==> src/rtl/uart_pkg.sv <==
// Shared definitions for the UART transmitter: state encoding, parity modes
// and the parity-reduce helper.
package uart_pkg;

  typedef enum logic [2:0] {
    ST_IDLE,
    ST_START,
    ST_DATA,
    ST_PARITY,
    ST_STOP
  } state_t;

  localparam int unsigned PARITY_NONE = 0;
  localparam int unsigned PARITY_ODD  = 1;
  localparam int unsigned PARITY_EVEN = 2;

  // Even parity is the plain XOR of the word; odd parity inverts it.
  function automatic logic parity_reduce(input logic [63:0] word, input logic odd);
    return odd ^ (^word);
  endfunction

endpackage

==> src/rtl/uart_baud_tick.sv <==
// Bit-period counter: counts 0..TICKS_PER_BIT-1 and flags the last cycle of
// each bit; restart holds it at zero.
module uart_baud_tick #(
  parameter int unsigned TICKS_PER_BIT = 87,
  localparam int unsigned CW = $clog2(TICKS_PER_BIT)
) (
  input  logic          clk,
  input  logic          rst,
  input  logic          restart,
  output logic [CW-1:0] count,
  output logic          tick_c
);

  assign tick_c = (count == CW'(TICKS_PER_BIT - 1));

  always_ff @(posedge clk) begin
    if (rst || restart || tick_c) count <= '0;
    else                          count <= count + CW'(1);
  end

endmodule

==> src/rtl/uart_tx_cfg.sv <==
// Configurable UART transmitter with an AXI-Stream style input; one word per
// frame, all line-side outputs registered.
module uart_tx_cfg
  import uart_pkg::*;
#(
  parameter int unsigned FRAME_WIDTH   = 64,
  parameter int unsigned TICKS_PER_BIT = 87,
  parameter int unsigned PARITY        = 0,
  parameter int unsigned STOP_BITS     = 1,
  parameter int unsigned LSB_FIRST     = 1
) (
  input  logic                   clk,
  input  logic                   rst,
  input  logic [FRAME_WIDTH-1:0] s_axis_tx_tdata,
  input  logic                   s_axis_tx_tvalid,
  output logic                   s_axis_tx_tready,
  output logic                   tx,
  output logic                   busy,
  output logic                   tx_done
);

  localparam int unsigned BCW = $clog2(FRAME_WIDTH + 1);
  localparam int unsigned CW  = $clog2(TICKS_PER_BIT);

  if (FRAME_WIDTH < 1 || FRAME_WIDTH > 64) begin : g_bad_width
    $error("uart_tx_cfg: FRAME_WIDTH must be 1..64");
  end
  if (TICKS_PER_BIT < 2 || TICKS_PER_BIT > 511) begin : g_bad_ticks
    $error("uart_tx_cfg: TICKS_PER_BIT must be 2..511");
  end
  if (PARITY > PARITY_EVEN) begin : g_bad_parity
    $error("uart_tx_cfg: PARITY must be 0, 1 or 2");
  end
  if (STOP_BITS < 1 || STOP_BITS > 2) begin : g_bad_stop
    $error("uart_tx_cfg: STOP_BITS must be 1 or 2");
  end
  if (LSB_FIRST > 1) begin : g_bad_order
    $error("uart_tx_cfg: LSB_FIRST must be 0 or 1");
  end

  state_t                 state, next_state;
  logic [FRAME_WIDTH-1:0] data_q;
  logic [FRAME_WIDTH-1:0] bit_mask;
  logic [BCW-1:0]         bit_cnt, bit_cnt_d;
  logic                   stop_cnt, stop_cnt_d;
  logic [CW-1:0]          count;
  logic                   tick;
  logic                   xfer, last_bit, last_stop, data_bit;
  logic                   tx_d, tready_d, busy_d, done_d;

  uart_baud_tick #(.TICKS_PER_BIT(TICKS_PER_BIT)) u_baud (
    .clk     (clk),
    .rst     (rst),
    .restart (state == ST_IDLE),
    .count   (count),
    .tick_c  (tick)
  );

  assign xfer      = (state == ST_IDLE) && s_axis_tx_tvalid && s_axis_tx_tready;
  assign last_bit  = (bit_cnt == BCW'(FRAME_WIDTH - 1));
  assign last_stop = (stop_cnt == 1'(STOP_BITS - 1));

  // State register
  always_ff @(posedge clk) begin
    if (rst) state <= ST_IDLE;
    else     state <= next_state;
  end

  // Next-state logic; a second stop bit re-enters STOP
  always_comb begin
    next_state = state;
    unique case (state)
      ST_IDLE:   if (xfer) next_state = ST_START;
      ST_START:  if (tick) next_state = ST_DATA;
      ST_DATA:   if (tick && last_bit)
                   next_state = (PARITY != PARITY_NONE) ? ST_PARITY : ST_STOP;
      ST_PARITY: if (tick) next_state = ST_STOP;
      ST_STOP:   if (tick && last_stop) next_state = ST_IDLE;
      default:   next_state = ST_IDLE;
    endcase
  end

  // Bit and stop counters both wrap to zero when their phase ends
  always_comb begin
    bit_cnt_d  = bit_cnt;
    stop_cnt_d = stop_cnt;
    if (state == ST_DATA && tick) bit_cnt_d = last_bit ? '0 : bit_cnt + BCW'(1);
    if (state == ST_STOP && tick) stop_cnt_d = last_stop ? 1'b0 : 1'b1;
  end

  // Data bit for the cycle being registered, selected by the next bit index
  always_comb begin
    if (LSB_FIRST != 0) bit_mask = FRAME_WIDTH'(1) >> 0 << bit_cnt_d;
    else                bit_mask = (FRAME_WIDTH'(1) << (FRAME_WIDTH - 1)) >> bit_cnt_d;
    data_bit = |(data_q & bit_mask);
  end

  // Output logic: decode from next state so the flops line up with the state
  always_comb begin
    tx_d     = 1'b1;
    tready_d = 1'b0;
    busy_d   = 1'b1;
    done_d   = (state == ST_STOP) && last_stop && (count == CW'(TICKS_PER_BIT - 2));
    unique case (next_state)
      ST_IDLE: begin
        tready_d = 1'b1;
        busy_d   = 1'b0;
      end
      ST_START:  tx_d = 1'b0;
      ST_DATA:   tx_d = data_bit;
      ST_PARITY: tx_d = parity_reduce(64'(data_q), PARITY == PARITY_ODD);
      ST_STOP:   tx_d = 1'b1;
      default:   tx_d = 1'b1;
    endcase
  end

  always_ff @(posedge clk) begin
    if (rst) begin
      data_q           <= '0;
      bit_cnt          <= '0;
      stop_cnt         <= 1'b0;
      tx               <= 1'b1;
      s_axis_tx_tready <= 1'b0;
      busy             <= 1'b0;
      tx_done          <= 1'b0;
    end else begin
      if (xfer) data_q <= s_axis_tx_tdata;
      bit_cnt          <= bit_cnt_d;
      stop_cnt         <= stop_cnt_d;
      tx               <= tx_d;
      s_axis_tx_tready <= tready_d;
      busy             <= busy_d;
      tx_done          <= done_d;
    end
  end

endmodule
==> config.mk <==
export PLATFORM = sky130hd
export DESIGN_NAME = uart_tx_cfg
export DESIGN_NICKNAME = d
export VERILOG_FILES = /design/src/rtl/uart_pkg.sv /design/src/rtl/uart_baud_tick.sv /design/src/rtl/uart_tx_cfg.sv
export SDC_FILE = /design/constraint.sdc
export NUM_CORES = 1
export LEC_CHECK = 0
export ABC_AREA = 1
export CORE_MARGIN = 8
export CORE_UTILIZATION = 46
export CTS_CLUSTER_SIZE = 12
export DETAILED_ROUTE_END_ITERATION = 7
export HOLD_SLACK_MARGIN = 0.12
export PLACE_DENSITY = 0.7
export SYNTH_ARGS = -nofsm -noshare
export SYNTH_HDL_FRONTEND = slang
export SYNTH_SLANG_ARGS = --single-unit
==> constraint.sdc <==
create_clock -name clk -period 3.3 [get_ports clk]
set_input_delay 0.66 -clock clk [delete_from_list [all_inputs] [get_ports clk]]
set_output_delay 0.66 -clock clk [all_outputs]
set_load 0.05 [all_outputs]
After elaboration in Yosys (flattened, before gate mapping)
Cells that the tools add are included.
{"block": "totals", "elab_cells": 50, "output_inout_bits": 4, "register_bits": 86, "in_bits": 67}
{"block": "op_classes", "mux": 12, "bitwise_logic": 2, "reduce_logical": 14, "eq_ne": 10, "add_sub_neg": 2, "shifts": 1}
{"op": "$and A64 B64 Y64", "n": 1}
{"op": "$reduce_or A64 Y1", "n": 1}
{"op": "$reduce_xor A64 Y1", "n": 1}
{"op": "$shl A1 B7 Y64 const A", "n": 1}
{"op": "$mux W3", "n": 5}
{"op": "$pmux W3 S5", "n": 1}
{"op": "$add A7 B1 Y7 const B", "n": 2}
{"op": "$eq A7 B7 Y1 const B", "n": 2}
{"op": "$mux W7", "n": 2}
{"op": "$eq A3 B2 Y1 const B", "n": 4}
{"op": "$logic_and A1 B1 Y1", "n": 8}
{"op": "$eq A7 B6 Y1 const B", "n": 1}
{"op": "$eq A3 B1 Y1 const B", "n": 2}
{"op": "$logic_not A3 Y1", "n": 2}
{"op": "$eq A3 B3 Y1 const B", "n": 1}
{"op": "$mux W1", "n": 3}
{"op": "$pmux W1 S3", "n": 1}
{"op": "$logic_or A1 B1 Y1", "n": 2}
{"op": "$not A1 Y1", "n": 1}

Longest topological paths before layout
{"block": "logic_depth", "word_depth": 7, "depth_mapped": 20, "ltp_nobuf": 20}

Hierarchy
From an unflattened synthesis, not the netlist that was laid out.
{"block": "hier_totals", "hier_cells": 659, "area_unflattened_um2": 4708.3}
{"mod": "uart_tx_cfg", "n_inst": 1, "area_per_inst_um2": 4371.7, "cells_each": 613, "seq_area_each_um2": 1561.5}
{"mod": "uart_baud_tick", "n_inst": 1, "area_per_inst_um2": 336.6, "cells_each": 46, "seq_area_each_um2": 140.1}

Worst setup path after synthesis
No wires, ideal clock.
{"block": "synth_path", "path_type": "register to register", "start": "register u_baud.count[0]", "end": "register tx", "synth_period_minus_slack_ns": 2.139, "slack_ns": 1.161, "arrival_time_ns": 2.027, "setup_ns": 0.112, "t_required_ns": 3.188, "path_stages_with_launch": 21, "path_buffers": 1, "cell_sequence": "dfxtp_1 -> inv_1 -> ha_1 -> nand3_4 -> inv_2 -> nand2_2 -> nor2_2 -> nand2_2 -> xor2_2 -> inv_2 -> buf_2 -> nand3_1 -> nand2_1 -> nor2_1 -> nand2_1 -> nor2_1 -> nand2_1 -> nand2_1 -> nand2_1 -> nand2_1 -> nand2_1"}
{"block": "synth_via", "elab_chain_cells": 7, "word_cells_on_any_way": 17, "classes_between": "eq/ne (4); shift (1); mux (7); bitwise (1); reduce/logical (4)"}
{"item": "from (decl)", "line": "uart_baud_tick.sv:10", "rtl": "output logic [CW-1:0] count,"}
{"item": "from (signal assigned)", "line": "uart_baud_tick.sv:18", "rtl": "else count <= count + CW'(1);"}
{"item": "$eq A7 B7 Y1 *", "line": "uart_baud_tick.sv:14", "rtl": "assign tick_c = (count == CW'(TICKS_PER_BIT - 1));"}
{"item": "$logic_and A1 B1 Y1", "line": "uart_tx_cfg.sv:87", "rtl": "if (state == ST_DATA && tick) bit_cnt_d = last_bit ? '0 : bit_cnt + BCW'(1);"}
{"item": "$mux W7", "line": "uart_tx_cfg.sv:87"}
{"item": "$shl A1 B7 Y64", "line": "uart_tx_cfg.sv:93", "rtl": "if (LSB_FIRST != 0) bit_mask = FRAME_WIDTH'(1) >> 0 << bit_cnt_d;"}
{"item": "$and A64 B64 Y64", "line": "uart_tx_cfg.sv:95", "rtl": "data_bit = |(data_q & bit_mask);"}
{"item": "$reduce_or A64 Y1", "line": "uart_tx_cfg.sv:95"}
{"item": "$pmux W1 S3 *", "line": "uart_tx_cfg.sv:104", "rtl": "unique case (next_state)"}
{"item": "to (signal assigned)", "line": "uart_tx_cfg.sv:130", "rtl": "tx <= tx_d;"}
{"item": "to (decl)", "line": "uart_tx_cfg.sv:17", "rtl": "output logic tx,"}
Mark *: on every way between the ends. The rest lies on a longest branch, timed or not.
A chain may end at the register's enable or synchronous reset.

Worst setup path in the final report
Ends and elaborated chain as after synthesis.

==> flow_summary_export.csv <==
group,metric,value,unit
sta,min_period,2.60,ns
clock_tree,h-tree-depth,3,
synthesis,syn_nets,741,
synthesis,avgSynthCellArea,6.94,um^2
synthesis,ys_ff_latch,85,
floorplanning,initial_core_util,47.5,%
final_layout,final_util,57.7,%
critical_path,regToRegSetupSlack,0.70,ns
power_and_ir_drop,ir_drop,0.000189,V
final_layout,fillers,951,
global_routing,grt_pass1_wl,19900,um
sta,clock_skew,0.00817,ns
drt,num_vias,4332,
power_and_ir_drop,seqPwrFrac,46.7,%
floorplanning,io_pins,71,
synthesis,seq_area_frac_synth,36.6,%
critical_path,worst_setup_path_end_kind,"register",
sta,tightest_slew,1.01,ns
floorplanning,num_rows,36,
power_and_ir_drop,combinationalPowerShare,19.9,%
drt,drtIter0Drc,381,
clock_tree,cts_tree,"built",
drt,dr.pass1.iters,4,
outcome,status,"finished clean",
drt,antenna_left,0,
power_and_ir_drop,p_sw_share,27.0,%
power_and_ir_drop,p_leak,0.00225,uW
floorplanning,dieArea,13600,um^2
sta,setup-tns-final,0,ns
critical_path,path_class,"register to register",
placed_design,gp_congestion,0.918,
synthesis,synthDistinctLibCells,33,
final_layout,syn2layout_area_growth,21.4,%
power_and_ir_drop,power_density,425,nW/um^2
global_routing,grt_max_degree,66,
global_routing,grt_pass1_vias,4182,
power_and_ir_drop,p_int,1750,uW
floorplanning,die_w,117,um
clock_tree,clk_latency,0.36,ns
critical_path,crit_fanout,33,
run,max_cap_violations,0,
global_routing,grt_usage,18.6,%
clock_tree,cts.sinks,85,
sta,timing.fmax,384,MHz
clock_tree,postCtsSetupBuffers,0,
drt,detail_route.wl_per_cell,14.0,um
sta,rsz0062_at_grt,"no",
sta,drv_slew,0,
final_layout,diodes,0,
synthesis,yosys_warnings,0,
critical_path,cp.required,3.56,ns
power_and_ir_drop,clockPowerShare,33.4,%
sta,post-route-period-util,78.9,%
floorplanning,core,9770,um^2
sta,relSlewSlack,32.4,%
sta,setup_violations,0,
synthesis,syn_inst,670,
clock_tree,cts.path.max_buffers,2,
placed_design,hpwl,9050,um
clock_tree,cts_hold_buffers,0,
critical_path,critPathLaunchType,"register",
final_layout,nets,797,
final_layout,drive_above_1_share,6.16,%
global_routing,overflow,0,
drt,drc,0,
drt,via_per_inst,5.02,
synthesis,syn_area,4650,um^2
critical_path,critical_path_arrival,2.86,ns
clock_tree,root_buffer,"clkbuf_8",
placed_design,port_buffers,70,
sta,finalHoldViolations,0,
power_and_ir_drop,switchingPower,647,uW
clock_tree,clkTransAtPathRegs,0.08,ns
global_routing,antenna_found_initial,0,
clock_tree,cts.repair.resized,0,
clock_tree,cts_made_buffers,9,
floorplanning,die_h,117,um
drt,wl,12100,um
hold_path,hold_path.class,"register to register",
[registers in the layout (all words and copies together), names as in the netlist]
signal / count
tx: 1
busy: 1
state: 3
data_q: 64
u_baud.count: 7
bit_cnt: 7
tx_done: 1
s_axis_tx_tready: 1
[cells in the final DEF (no fill, tap or decap), types with 5 or more instances in the layout]
| cell | Yosys | final |
|---|---|---|
| nand3_1 | 84 | 83 |
| nand2_1 | 211 | 211 |
| xnor2_1 | 50 | 50 |
| inv_2 | 5 | 5 |
| xor2_1 | 15 | 15 |
| a21oi_1 | 68 | 68 |
| inv_1 | 25 | 25 |
| dfxtp_1 | 85 | 85 |
| clkdlybuf4s50_1 | 0 | 69 |
| nor2_4 | 8 | 8 |
| clkbuf_8 | 0 | 10 |
| nor3_1 | 5 | 5 |
| nor2_1 | 55 | 55 |
[logic make-up after synthesis]
family / count (synthesis) / share of synthesized area (%)
AO/OA/AOI/OAI: 76 / 8.64
XOR/XNOR: 66 / 12.6
adder cells (fa/ha/maj): 4 / 1.08
buffers and inverters: 60 / 5.12
flip-flops: 85 / 36.6
AND/OR/NAND/NOR: 379 / 35.9
[power groups by stage]
stage | Clock, uW | Combinational (uW) | Sequential, uW
CTS | 823 | 480 | 1120
detailed placement | 0 | 478 | 1140
finish | 802 | 477 | 1120
global route | 874 | 535 | 1130
floorplan | 0 | 324 | 1140
global placement | 0 | 465 | 1140
[final timing paths]
path                   startpoint              end  cells after the start
hold reg to reg   u_baud.count[0]  u_baud.count[0]                      1
hold / removal    u_baud.count[0]  u_baud.count[0]                      1
setup reg to reg  u_baud.count[0]               tx                     20
setup / recovery  u_baud.count[0]               tx                     20
[Yosys cell counts]
library cell	number	area, um^2
nand3_2	1	10.0
ha_1	4	50.1
buf_1	2	7.51
xor2_2	1	16.3
nand2_4	1	11.3
inv_2	5	18.8
inv_6	1	8.76
o21ai_0	3	15.0
nor3_1	5	25.0
clkbuf_1	21	78.8
nor4_1	2	12.5
nand3_4	1	17.5
nor2_1	55	206
nand4_1	2	12.5
inv_1	25	93.8
a31oi_1	1	6.26
o21a_1	2	15.0
a21oi_1	68	340
nor2_4	8	90.1
nand3_1	84	420
nor2_2	1	6.26
buf_2	6	30.0
or2_2	2	12.5
nand2_2	2	12.5
o41ai_1	1	8.76
nand2_1	211	792
nand3b_1	2	15.0
dfxtp_1	85	1700
and3_1	1	6.26
xor2_1	15	131
nor2_8	1	20.0
o21ai_4	1	16.3
xnor2_1	50	438
[cell type report]
type,instances,area (um^2),area share [%]
Timing Repair Buffer,74,726,12.9
Multi-Input combinational cell,525,2710,48.1
Tap cell,133,166,2.95
Sequential cell,85,1700,30.2
Clock buffer,11,141,2.51
Clock inverter,4,72.6,1.29
Inverter,31,121,2.15
[layer usage]
layer	GRT usage (%)	up-vias	part of all wire, %
li1	-	2265	-
met1	23.4	1941	45
met2	30.3	109	48
met3	4.34	17	6.1
met4	6.57	0	1.7
met5	0	-	0
[stage by stage]
| step | setup WS, ns | hold slack (ns) | area [um^2] | total power (uW) | std cells |
|---|---|---|---|---|---|
| 3_5_place_dp | 0.739 | 0.473 | 5430 | 1620 | 848 |
| 4_1_cts | 0.702 | 0.492 | 5640 | 2420 | 863 |
| 2_1_floorplan | 1.16 | 0.445 | 4650 | 1460 | 670 |
| 3_3_place_gp | 0.779 | 0.459 | 5430 | 1610 | 848 |
| 6_report | 0.698 | 0.484 | 5640 | 2400 | 863 |
| 5_1_grt | 0.440 | 0.510 | 5640 | 2530 | 863 |
[critical path, cell delays in order, from the launching register on]
cell and delay, ns:
dfxtp_1 0.40, inv_1 0.06, ha_1 0.22, nand3_4 0.12, inv_2 0.04, nand2_2 0.09
nor2_2 0.06, nand2_2 0.08, xor2_2 0.16, buf_4 0.24, inv_2 0.24, nand3_1 0.16
nand2_1 0.07, nor2_1 0.10, nand2_1 0.06, nor2_1 0.12, nand2_1 0.07, nand2_1 0.06
nand2_1 0.05, nand2_1 0.05, nand2_1 0.04
No activity file was read; power rests on OpenSTA's default activity.
